===== src/rtl/song_rom_pkg.sv =====
// Shared types and helpers for the song ROM byte reader.
package song_rom_pkg;

    typedef enum logic [1:0] {IDLE, ISSUE, WAIT, FILL} rom_rd_state_t;

    // Mid-scale DAC code played whenever no valid sample exists.
    localparam logic [7:0] SILENCE_LEVEL = 8'h80;

    // Little-endian byte lane pick: lane 0 is bits [7:0].
    function automatic logic [7:0] lane_select(input logic [31:0] word, input logic [1:0] lane);
        logic [7:0] sel;
        sel = word[7:0];
        case (lane)
            2'd0: sel = word[7:0];
            2'd1: sel = word[15:8];
            2'd2: sel = word[23:16];
            2'd3: sel = word[31:24];
            default: sel = word[7:0];
        endcase
        return sel;
    endfunction

endpackage


===== src/rtl/song_rom_byte_reader_if.sv =====
// Word-read bus between the byte reader (master) and the on-chip song ROM (slave).
interface song_rom_byte_reader_if #(
    parameter int unsigned ROM_ADDR_W = 12
);
    logic [ROM_ADDR_W-1:0] romAddress;
    logic                  romReadEnable;
    logic [31:0]           romWordData;

    modport master (output romAddress, output romReadEnable, input romWordData);
    modport slave  (input romAddress, input romReadEnable, output romWordData);
endinterface


===== src/rtl/rom_read_delay.sv =====
// Tracks an outstanding ROM read: a strobe enters a DEPTH-stage valid pipe and
// leaves as fill_pulse in the clock just before the ROM word becomes valid.
module rom_read_delay #(
    parameter int unsigned DEPTH = 2
) (
    input  logic clock_50Mhz,
    input  logic reset_n,
    input  logic strobe,
    output logic fill_pulse
);
    logic [DEPTH-1:0] shift_q;

    // Valid shift register; reset discards any read in flight.
    always_ff @(posedge clock_50Mhz or negedge reset_n) begin
        if (!reset_n) begin
            shift_q <= '0;
        end else begin
            shift_q <= DEPTH'({shift_q, strobe});
        end
    end

    assign fill_pulse = shift_q[DEPTH-1];

endmodule


===== src/rtl/song_rom_byte_reader.sv =====
// Turns the playback byte index into reads of the 32-bit song ROM and returns the
// addressed 8-bit sample, caching one ROM word. Out-of-range indices play silence.
// Optional: define SONG_ROM_PREFETCH_EN to add a second word buffer that is
// prefetched while playback sits on lane 3 of the cached word.
module song_rom_byte_reader
    import song_rom_pkg::*;
#(
    parameter int unsigned ROM_ADDR_W  = 12,
    parameter int unsigned ROM_LATENCY = 2
) (
    input  logic                   clock_50Mhz,
    input  logic                   reset_n,
    input  logic [31:0]            byteIndex,
    input  logic [31:0]            byteIndexMax,
    song_rom_byte_reader_if.master rom,
    output logic [7:0]             byteData,
    output logic                   byteValid,
    output logic                   outOfRange
);
    rom_rd_state_t         state_q, state_d;
    logic [ROM_ADDR_W-1:0] idx_addr_c;
    logic [1:0]            lane_c;
    logic                  out_of_range_c;
    logic                  main_hit_c;
    logic                  serve_c;
    logic                  issue_c;
    logic                  fill_c;
    logic                  fill_pulse;
    logic [ROM_ADDR_W-1:0] issue_addr_c;
    logic [7:0]            byte_data_d;
    logic                  byte_valid_d;
    logic                  oor_d;

    logic [31:0]           cache_word_q;
    logic [ROM_ADDR_W-1:0] cache_tag_q;
    logic                  cache_valid_q;

`ifdef SONG_ROM_PREFETCH_EN
    logic [31:0]           pf_word_q;
    logic [ROM_ADDR_W-1:0] pf_tag_q;
    logic                  pf_valid_q;
    logic                  fetch_pf_q;
    logic [ROM_ADDR_W-1:0] next_tag_c;
    logic                  pf_hit_c;
    logic                  pf_wanted_c;
    logic                  issue_pf_c;
    logic                  swap_c;

    assign next_tag_c  = cache_tag_q + ROM_ADDR_W'(1);
    assign pf_hit_c    = pf_valid_q && (pf_tag_q == idx_addr_c);
    assign pf_wanted_c = (lane_c == 2'd3) && !(pf_valid_q && (pf_tag_q == next_tag_c));
`endif

    // Index decode: upper index bits wrap for addressing but still count for range.
    assign idx_addr_c     = byteIndex[ROM_ADDR_W+1:2];
    assign lane_c         = byteIndex[1:0];
    assign out_of_range_c = byteIndex > byteIndexMax;
    assign main_hit_c     = cache_valid_q && (cache_tag_q == idx_addr_c);

    rom_read_delay #(.DEPTH(ROM_LATENCY)) u_delay (
        .clock_50Mhz (clock_50Mhz),
        .reset_n     (reset_n),
        .strobe      (issue_c),
        .fill_pulse  (fill_pulse)
    );

    // State register.
    always_ff @(posedge clock_50Mhz or negedge reset_n) begin
        if (!reset_n) begin
            state_q <= IDLE;
        end else begin
            state_q <= state_d;
        end
    end

    // Next state, fetch control and next output values.
    always_comb begin
        state_d      = state_q;
        issue_c      = 1'b0;
        fill_c       = 1'b0;
        issue_addr_c = idx_addr_c;
        byte_data_d  = byteData;
        byte_valid_d = byteValid;
        oor_d        = outOfRange;
`ifdef SONG_ROM_PREFETCH_EN
        issue_pf_c   = 1'b0;
        swap_c       = 1'b0;
        serve_c      = (state_q == IDLE) || fetch_pf_q;
`else
        serve_c      = (state_q == IDLE);
`endif
        if (serve_c) begin
            if (out_of_range_c) begin
                byte_data_d  = SILENCE_LEVEL;
                byte_valid_d = 1'b1;
                oor_d        = 1'b1;
            end else if (main_hit_c) begin
                byte_data_d  = lane_select(cache_word_q, lane_c);
                byte_valid_d = 1'b1;
                oor_d        = 1'b0;
`ifdef SONG_ROM_PREFETCH_EN
                if ((state_q == IDLE) && pf_wanted_c) begin
                    issue_c      = 1'b1;
                    issue_pf_c   = 1'b1;
                    issue_addr_c = next_tag_c;
                end
`endif
            end
`ifdef SONG_ROM_PREFETCH_EN
            else if ((state_q == IDLE) && pf_hit_c) begin
                swap_c       = 1'b1;
                byte_data_d  = lane_select(pf_word_q, lane_c);
                byte_valid_d = 1'b1;
                oor_d        = 1'b0;
            end
`endif
            else begin
                byte_valid_d = 1'b0;
                oor_d        = 1'b0;
                issue_c      = (state_q == IDLE);
            end
        end
        case (state_q)
            IDLE:    if (issue_c) state_d = ISSUE;
            ISSUE:   state_d = fill_pulse ? FILL : WAIT;
            WAIT:    if (fill_pulse) state_d = FILL;
            FILL: begin
                fill_c  = 1'b1;
                state_d = IDLE;
            end
            default: state_d = IDLE;
        endcase
    end

    // Registered sample outputs; byteData only moves when a new value is valid.
    always_ff @(posedge clock_50Mhz or negedge reset_n) begin
        if (!reset_n) begin
            byteData   <= SILENCE_LEVEL;
            byteValid  <= 1'b0;
            outOfRange <= 1'b0;
        end else begin
            byteData   <= byte_data_d;
            byteValid  <= byte_valid_d;
            outOfRange <= oor_d;
        end
    end

    // ROM strobe/address and word buffers.
    always_ff @(posedge clock_50Mhz or negedge reset_n) begin
        if (!reset_n) begin
            rom.romReadEnable <= 1'b0;
            rom.romAddress    <= '0;
            cache_word_q      <= '0;
            cache_tag_q       <= '0;
            cache_valid_q     <= 1'b0;
`ifdef SONG_ROM_PREFETCH_EN
            pf_word_q         <= '0;
            pf_tag_q          <= '0;
            pf_valid_q        <= 1'b0;
            fetch_pf_q        <= 1'b0;
`endif
        end else begin
            rom.romReadEnable <= issue_c;
            if (issue_c) begin
                rom.romAddress <= issue_addr_c;
            end
`ifdef SONG_ROM_PREFETCH_EN
            if (issue_c) begin
                fetch_pf_q <= issue_pf_c;
                if (issue_pf_c) pf_valid_q <= 1'b0;
            end
            if (swap_c) begin
                cache_word_q <= pf_word_q;
                cache_tag_q  <= pf_tag_q;
                pf_word_q    <= cache_word_q;
                pf_tag_q     <= cache_tag_q;
            end
`endif
            if (fill_c) begin
`ifdef SONG_ROM_PREFETCH_EN
                if (fetch_pf_q) begin
                    pf_word_q  <= rom.romWordData;
                    pf_tag_q   <= rom.romAddress;
                    pf_valid_q <= 1'b1;
                end else
`endif
                begin
                    cache_word_q  <= rom.romWordData;
                    cache_tag_q   <= rom.romAddress;
                    cache_valid_q <= 1'b1;
                end
            end
        end
    end

endmodule

===== src/flat_wrapper.sv =====
// flat-port wrapper written by rule: the top's interface ports become plain ports
module song_rom_byte_reader_flat import song_rom_pkg::*;
#(
    parameter int unsigned ROM_ADDR_W  = 12,
    parameter int unsigned ROM_LATENCY = 2
)
  (clock_50Mhz, reset_n, byteIndex, byteIndexMax, byteData, byteValid, outOfRange, rom_romAddress, rom_romReadEnable, rom_romWordData);
  song_rom_byte_reader_if #(.ROM_ADDR_W(ROM_ADDR_W)) rom_i ();
  input  logic clock_50Mhz;
  input  logic reset_n;
  input  logic [31:0] byteIndex;
  input  logic [31:0] byteIndexMax;
  output logic [7:0] byteData;
  output logic byteValid;
  output logic outOfRange;
  output wire logic [$bits(rom_i.romAddress)-1:0] rom_romAddress;
  output wire logic [$bits(rom_i.romReadEnable)-1:0] rom_romReadEnable;
  input wire logic [$bits(rom_i.romWordData)-1:0] rom_romWordData;
  assign rom_romAddress = rom_i.romAddress;
  assign rom_romReadEnable = rom_i.romReadEnable;
  assign rom_i.romWordData = rom_romWordData;
  song_rom_byte_reader #(.ROM_ADDR_W(ROM_ADDR_W), .ROM_LATENCY(ROM_LATENCY)) u_core (.clock_50Mhz(clock_50Mhz), .reset_n(reset_n), .byteIndex(byteIndex), .byteIndexMax(byteIndexMax), .rom(rom_i), .byteData(byteData), .byteValid(byteValid), .outOfRange(outOfRange));
endmodule

===== config.mk =====
export PLATFORM = sky130hd
export DESIGN_NAME = song_rom_byte_reader_flat
export DESIGN_NICKNAME = d
export VERILOG_FILES = /design/src/rtl/song_rom_pkg.sv /design/src/rtl/song_rom_byte_reader_if.sv /design/src/rtl/rom_read_delay.sv /design/src/rtl/song_rom_byte_reader.sv /design/src/flat_wrapper.sv
export SDC_FILE = /design/constraint.sdc
export NUM_CORES = 1
export LEC_CHECK = 0
export ABC_AREA = 1
export BUFFER_PORTS_ARGS = -buffer_cell sky130_fd_sc_hd__buf_2
export CELL_PAD_IN_SITES_DETAIL_PLACEMENT = 1
export CELL_PAD_IN_SITES_GLOBAL_PLACEMENT = 2
export CORE_ASPECT_RATIO = 1.4
export CORE_MARGIN = 5
export CORE_UTILIZATION = 26
export CTS_CLUSTER_SIZE = 28
export DETAILED_ROUTE_END_ITERATION = 10
export PLACE_DENSITY = 0.83
export RECOVER_POWER = 50
export SETUP_SLACK_MARGIN = 0.15
export SLEW_MARGIN = 20
export SYNTH_ARGS = -nofsm -noshare
export SYNTH_HDL_FRONTEND = slang
export SYNTH_SLANG_ARGS = --single-unit

===== constraint.sdc =====
create_clock -name clock_50Mhz -period 1.8 [get_ports clock_50Mhz]
set_clock_uncertainty 0.15 [all_clocks]
set_input_delay 0.54 -clock clock_50Mhz [delete_from_list [all_inputs] [get_ports clock_50Mhz]]
set_output_delay 0.54 -clock clock_50Mhz [all_outputs]
set_load 0.05 [all_outputs]

==> flow_summary.ini, run 1 <==
[outcome]
status = finished, violations left
violations = setup timing

[timing]
clock.fmax_mhz = 474
worst_pin_slew_ns = 1.01
rsz0062_at_grt = true
layout_min_cycle_time_ns = 2.11
whs_ns = 0.250
finalMaxSlewViolations = 0
setup_viol_count_final = 25
period_share_pct = 117
relSlewSlack_pct = 32.7
finalHoldViolCount = 0
setup_ws_ns = -0.308

[global_routing]
antenna_found_initial = 0
grt_pass1_wl_um = 21400
grt_pass1_vias = 4371
grt_max_degree = 72
grtUsageTotal_pct = 15.1
gr-total-overflow = 0

[logic_synthesis]
synth_seq_area_share_pct = 44.4
ys_types = 31
syn_avg_cell_area_sq_um = 7.98
async_flop_share_pct = 100
synth-edff-count = 0
synthAdderAreaFrac_pct = 11.2
synth_xor_area_share_pct = 1.31
synth_area_sq_um = 4010
synth-simple-area-share_pct = 24.4
yosys_warnings = 0
ys_seq_elements = 71
syn_nets = 636
synthFlopType = dfrtp_1
netlist_instances = 502
synthMuxAreaShare_pct = 0
synth-compound-area-share_pct = 10.4
synth_top_family_by_area = simple AND/OR/NAND/NOR gates

[die]
ios = 121
placementRows = 53
start_util_pct = 26.6
fp.dieW_um = 115
coreArea_sq_um = 15100
die_area_sq_um = 18000
die_h_um = 157

[worst_setup_path]
crit_path_max_fanout = 5
path_cells = buf_12, inv_12, ha_4, nand4_1, nor3_4, buf_4, nand4_4, nand2_8, nand2_8, buf_12, nand2_8, nand2_4, nand2_1, nand2_1
crit_path_top_delay_cell = ha_4
crit_path_end_kind = flop
crit_type = input port to flop
cpPeakStageDelay_ns = 0.24
crit_family = simple AND/OR/NAND/NOR gates
cp.required_ns = 1.87
worst_path_most_repeated_cell = nand2_8
cp-start-kind = input port
critPathBufInv = 4
arrival_ns = 2.18

[power]
power_uw = 8870
irDropWorstVdd_mv = 0.696
powerDensity_nw_per_um2 = 1390
p_leak_uw = 0.00323

[clocking]
cts.path.max_buffers = 2
root_buffer = clkbuf_16
cts.clk_slew.worst_paths_ns = 0.06
insertion_delay_ns = 0.34
htree_num_levels = 3
clock_sinks = 71
ctsHoldBuffers = 0
cts_tree = yes
cts_buffers = 9

[routing]
drc = 0
via_count = 3919
viasPerCell = 4.48
ant_nets = 0
first_iter_violations = 141
routedWlPerCell_um = 15.9
drt_wl_total_um = 13900
drtPass1Iterations = 5

[layout]
syn2layout_area_growth_pct = 58.8
stdcell_count = 875
drive_above_1_share_pct = 44.5
multi_input_area_sq_um = 2470
nFillCells = 1776
nets = 812
n_antenna_cell = 0
final-seq-area_sq_um = 1780

[min_path]
holdCritPathClass = input port to flop

[placement]
routabilityCongestion = 0.799
port_buffers = 120
place_inst = 838
pre_cts_slack_ns = -0.717
dp_hpwl_um = 10300

[flow_run]
maxCapViolations = 0
-- cells in the final DEF, fill, tap and decap left out, drive strengths merged, types with 14 or more instances in the layout --
cell / instances
dfrtp: 70
nor2: 14
nand2: 211
o21ai: 42
buf: 170
inv: 68
clkbuf: 14
ha: 36
a21oi: 15
-- state kept, by name (all words and copies together) (netlist names) --
register,count
u_core.cache_word_q,32
u_core.byteValid,1
u_core.cache_tag_q,12
u_core.state_q,2
u_core.outOfRange,1
u_core.byteData,8
u_core.rom.romAddress,12
u_core.u_delay.shift_q,2
u_core.cache_valid_q,1
-- cell type report --
class	instances	area share [%]
clock buffers	10	3.76
clock inverters	6	0.944
inverters	68	4.48
multi-input cells	354	38.8
flip-flops and latches	71	28.0
well taps	192	3.78
repair buffers	174	20.3
-- worst min-delay path, cell delays in order --
cell and delay [ns]:
buf_2 0.07, nand2_1 0.04, nand2_1 0.05
-- per-layer routing --
layer | global-route usage, % | vias to the layer above | wire length [um]
met5 | 0 | - | 0
met4 | 4.42 | 0 | 228
met3 | 3.50 | 16 | 816
met2 | 28.2 | 110 | 7700
met1 | 16.9 | 1854 | 5200
li1 | - | 1939 | -
-- synthesized netlist by cell type (all sizes together), types with 4 or more instances --
master | instances | area, sq um
a21oi | 15 | 75.1
clkbuf | 10 | 37.5
dfrtp | 70 | 1750
ha | 36 | 450
inv | 68 | 255
nand2 | 207 | 811
nand3 | 7 | 35.0
nand4 | 4 | 31.3
nor2 | 14 | 67.6
o2111ai | 7 | 61.3
o21ai | 42 | 233
o22ai | 4 | 25.0
xor2 | 6 | 52.6
-- per-stage QoR --
| stage | TNS (ns) | util [%] | instance area, sq um |
|---|---|---|---|
| 3_3_place_gp | -15.95 | 35.3 | 5320 |
| 4_1_cts | -4.96 | 39.7 | 5980 |
| 3_5_place_dp | -16.53 | 35.3 | 5320 |
| 2_1_floorplan | -7.98 | - | 4250 |
| 6_report | -6.43 | 42.3 | 6360 |
| 5_1_grt | -8.12 | 42.3 | 6360 |
-- power by group --
| group | switching, uW | internal [uW] | total [uW] |
|---|---|---|---|
| logic | 2630 | 1610 | 4240 |
| clock network | 689 | 1100 | 1790 |
| registers | 494 | 2340 | 2830 |
| total | 3810 | 5050 | 8870 |
-- worst paths after layout --
check                                                          from                                    to  slack, ns  cells past startpoint
worst max register to register    u_core.cache_tag_q[4]$_DFFE_PN0N_  u_core.rom.romAddress[7]$_DFFE_PN0P_      -0.17                     10
max in group asynchronous                                   reset_n        u_core.byteData[6]$_DFFE_PN0P_       0.46                      2
worst max-delay path                               byteIndexMax[10]         u_core.state_q[1]$_DFFE_PN0P_      -0.31                     14
worst min register to register  u_core.u_delay.shift_q[0]$_DFF_PN0_   u_core.u_delay.shift_q[1]$_DFF_PN0_       0.28                      0
worst min-delay path                            rom_romWordData[30]   u_core.cache_word_q[30]$_DFFE_PN0N_       0.25                      3
min in group asynchronous                                   reset_n     u_core.cache_tag_q[2]$_DFFE_PN0N_       0.33                      2
-- repair_timing --
action	CTS	global route
setup buffers	5	11
cloned	3	2
gates resized for setup	80	66
pin swaps	6	4
setup endpoints to repair	46	39
-- kinds of logic after synthesis --
family                   Yosys count
XOR/XNOR                           6
adder cells (fa/ha/maj)           36
AND/OR/NAND/NOR                  237
AO/OA/AOI/OAI                     71
flip-flops                        71
buffers and inverters             81
No activity file was read; power rests on OpenSTA's default activity.
==> run 2: changes to the inputs <==
==> constraint.sdc (replaced) <==
create_clock -name clock_50Mhz -period 1.8 [get_ports clock_50Mhz]
set_clock_uncertainty 0.15 [all_clocks]
set_input_delay 0.54 -clock clock_50Mhz [delete_from_list [all_inputs] [get_ports clock_50Mhz]]
set_output_delay 0.54 -clock clock_50Mhz [all_outputs]
set_load 0.1 [all_outputs]
==> flow_summary.ini, run 2 (same netlist as run 1, synthesis figures left out) <==
[worst_setup_path]
crit_path_max_fanout = 7
arrival_ns = 2.20
crit_type = input port to flop
ff2ff_setup_slack_ns = -0.19
crit_path_end_kind = flop
cp-start-kind = input port
cp.required_ns = 1.92

[clocking]
cts.clk_slew.worst_paths_ns = 0.06
ctsHoldBuffers = 0
htree_num_levels = 3
cts_buffers = 9
cts_tree = yes
clock_sinks = 71
cts.path.max_buffers = 2
insertion_delay_ns = 0.34
root_buffer = clkbuf_16

[power]
irDropWorstVdd_mv = 0.731
p_leak_uw = 0.00327
powerDensity_nw_per_um2 = 1540

[die]
die_h_um = 157
die_area_sq_um = 18000
start_util_pct = 26.6
placementRows = 53
ios = 121
coreArea_sq_um = 15100
fp.dieW_um = 115

[timing]
clock.fmax_mhz = 481
period_share_pct = 115
relSlewSlack_pct = 34.3
finalHoldViolCount = 0
setup_ws_ns = -0.279
layout_min_cycle_time_ns = 2.08
setup_tns_ns = -5.86
whs_ns = 0.250
rsz0062_at_grt = true
finalMaxSlewViolations = 0
worst_pin_slew_ns = 0.986
setup_viol_count_final = 25

[layout]
final_common_cell = nand2_1
nets = 809
syn2layout_area_growth_pct = 62.4
mostFrequentLayoutCells = 173 x nand2_1, 85 x buf_2, 65 x dfrtp_1
largest_reg_flops = 32
n_antenna_cell = 0
top_regs = u_core.cache_word_q x32, u_core.cache_tag_q x12, u_core.rom.romAddress x12
drive_above_1_share_pct = 44.4
stdcell_count = 872
top_register = u_core.cache_word_q

[routing]
drt_wl_total_um = 13200
drtPass1Iterations = 4
via_count = 3887
viasPerCell = 4.46
routedWlPerCell_um = 15.1
ant_nets = 0
first_iter_violations = 75
drc = 0

[global_routing]
grtUsageTotal_pct = 14.3
grt_max_degree = 72
gr-total-overflow = 0
grt_pass1_wl_um = 20300
antenna_found_initial = 0
grt_pass1_vias = 4235

[placement]
place_inst = 838
dp_hpwl_um = 10100
routabilityCongestion = 0.781
pre_cts_slack_ns = -0.713
port_buffers = 120

[outcome]
status = finished, violations left
violations = setup timing

[min_path]
holdCritPathClass = input port to flop

[flow_run]
maxCapViolations = 0
## run 2: layout make-up
type	count	area, sq um
Inverter	68	300
Multi-Input combinational cell	353	2430
Tap cell	192	240
Clock inverter	4	22.5
Sequential cell	71	1780
Fill cell	1772	8550
Clock buffer	12	236
Timing Repair Buffer	172	1490
## run 2: worst paths after layout
path,startpoint,endpoint,cells after the start
max,byteIndex[22],u_core.rom.romAddress[10]$_DFFE_PN0P_,13
min,rom_romWordData[21],u_core.cache_word_q[21]$_DFFE_PN0N_,3
max reg2reg,u_core.cache_tag_q[3]$_DFFE_PN0N_,u_core.byteData[1]$_DFFE_PN0P_,8
min reg2reg,u_core.cache_word_q[21]$_DFFE_PN0N_,u_core.cache_word_q[21]$_DFFE_PN0N_,2
max in group asynchronous,reset_n,u_core.rom.romAddress[7]$_DFFE_PN0P_,2
min in group asynchronous,reset_n,u_core.cache_word_q[11]$_DFFE_PN0N_,2
## run 2: routing by layer
layer / track usage [%] / vias to the layer above / routed length [um]
li1: - / 1933 / -
met1: 15.4 / 1850 / 4840
met2: 27.2 / 91 / 7420
met3: 2.54 / 13 / 717
met4: 5.82 / 0 / 226
met5: 0 / - / 0
## run 2: worst max-delay path: stages
cell	delay, ns
buf_2	0.12
ha_4	0.27
nand2_4	0.05
nor2_4	0.10
nand4_1	0.13
nor2_4	0.18
nand4_4	0.11
nand2_4	0.12
nand2_8	0.07
nor2_4	0.21
buf_6	0.18
nand2_2	0.05
nand2_1	0.06
## run 2: report_power, final
part / switching (uW) / internal (uW) / total [uW]
sequential: 535 / 2350 / 2880
clock: 662 / 926 / 1590
combinational: 3490 / 2090 / 5580
## run 2: timing repair
item | CTS | global route
pin swaps | 15 | 27
endpoints found under the setup margin | 36 | 36
buffers inserted | 6 | 8
gates cloned | 0 | 4
resized for setup | 49 | 48
## run 2: metrics by stage
stage,total power [uW],utilization [%],cell area (sq um)
4_1_cts,9840,41.3,6220
2_1_floorplan,5920,-,4280
5_1_grt,10600,43.2,6510
6_report,10100,43.2,6510
3_3_place_gp,7810,38.1,5730
3_5_place_dp,7990,38.1,5730
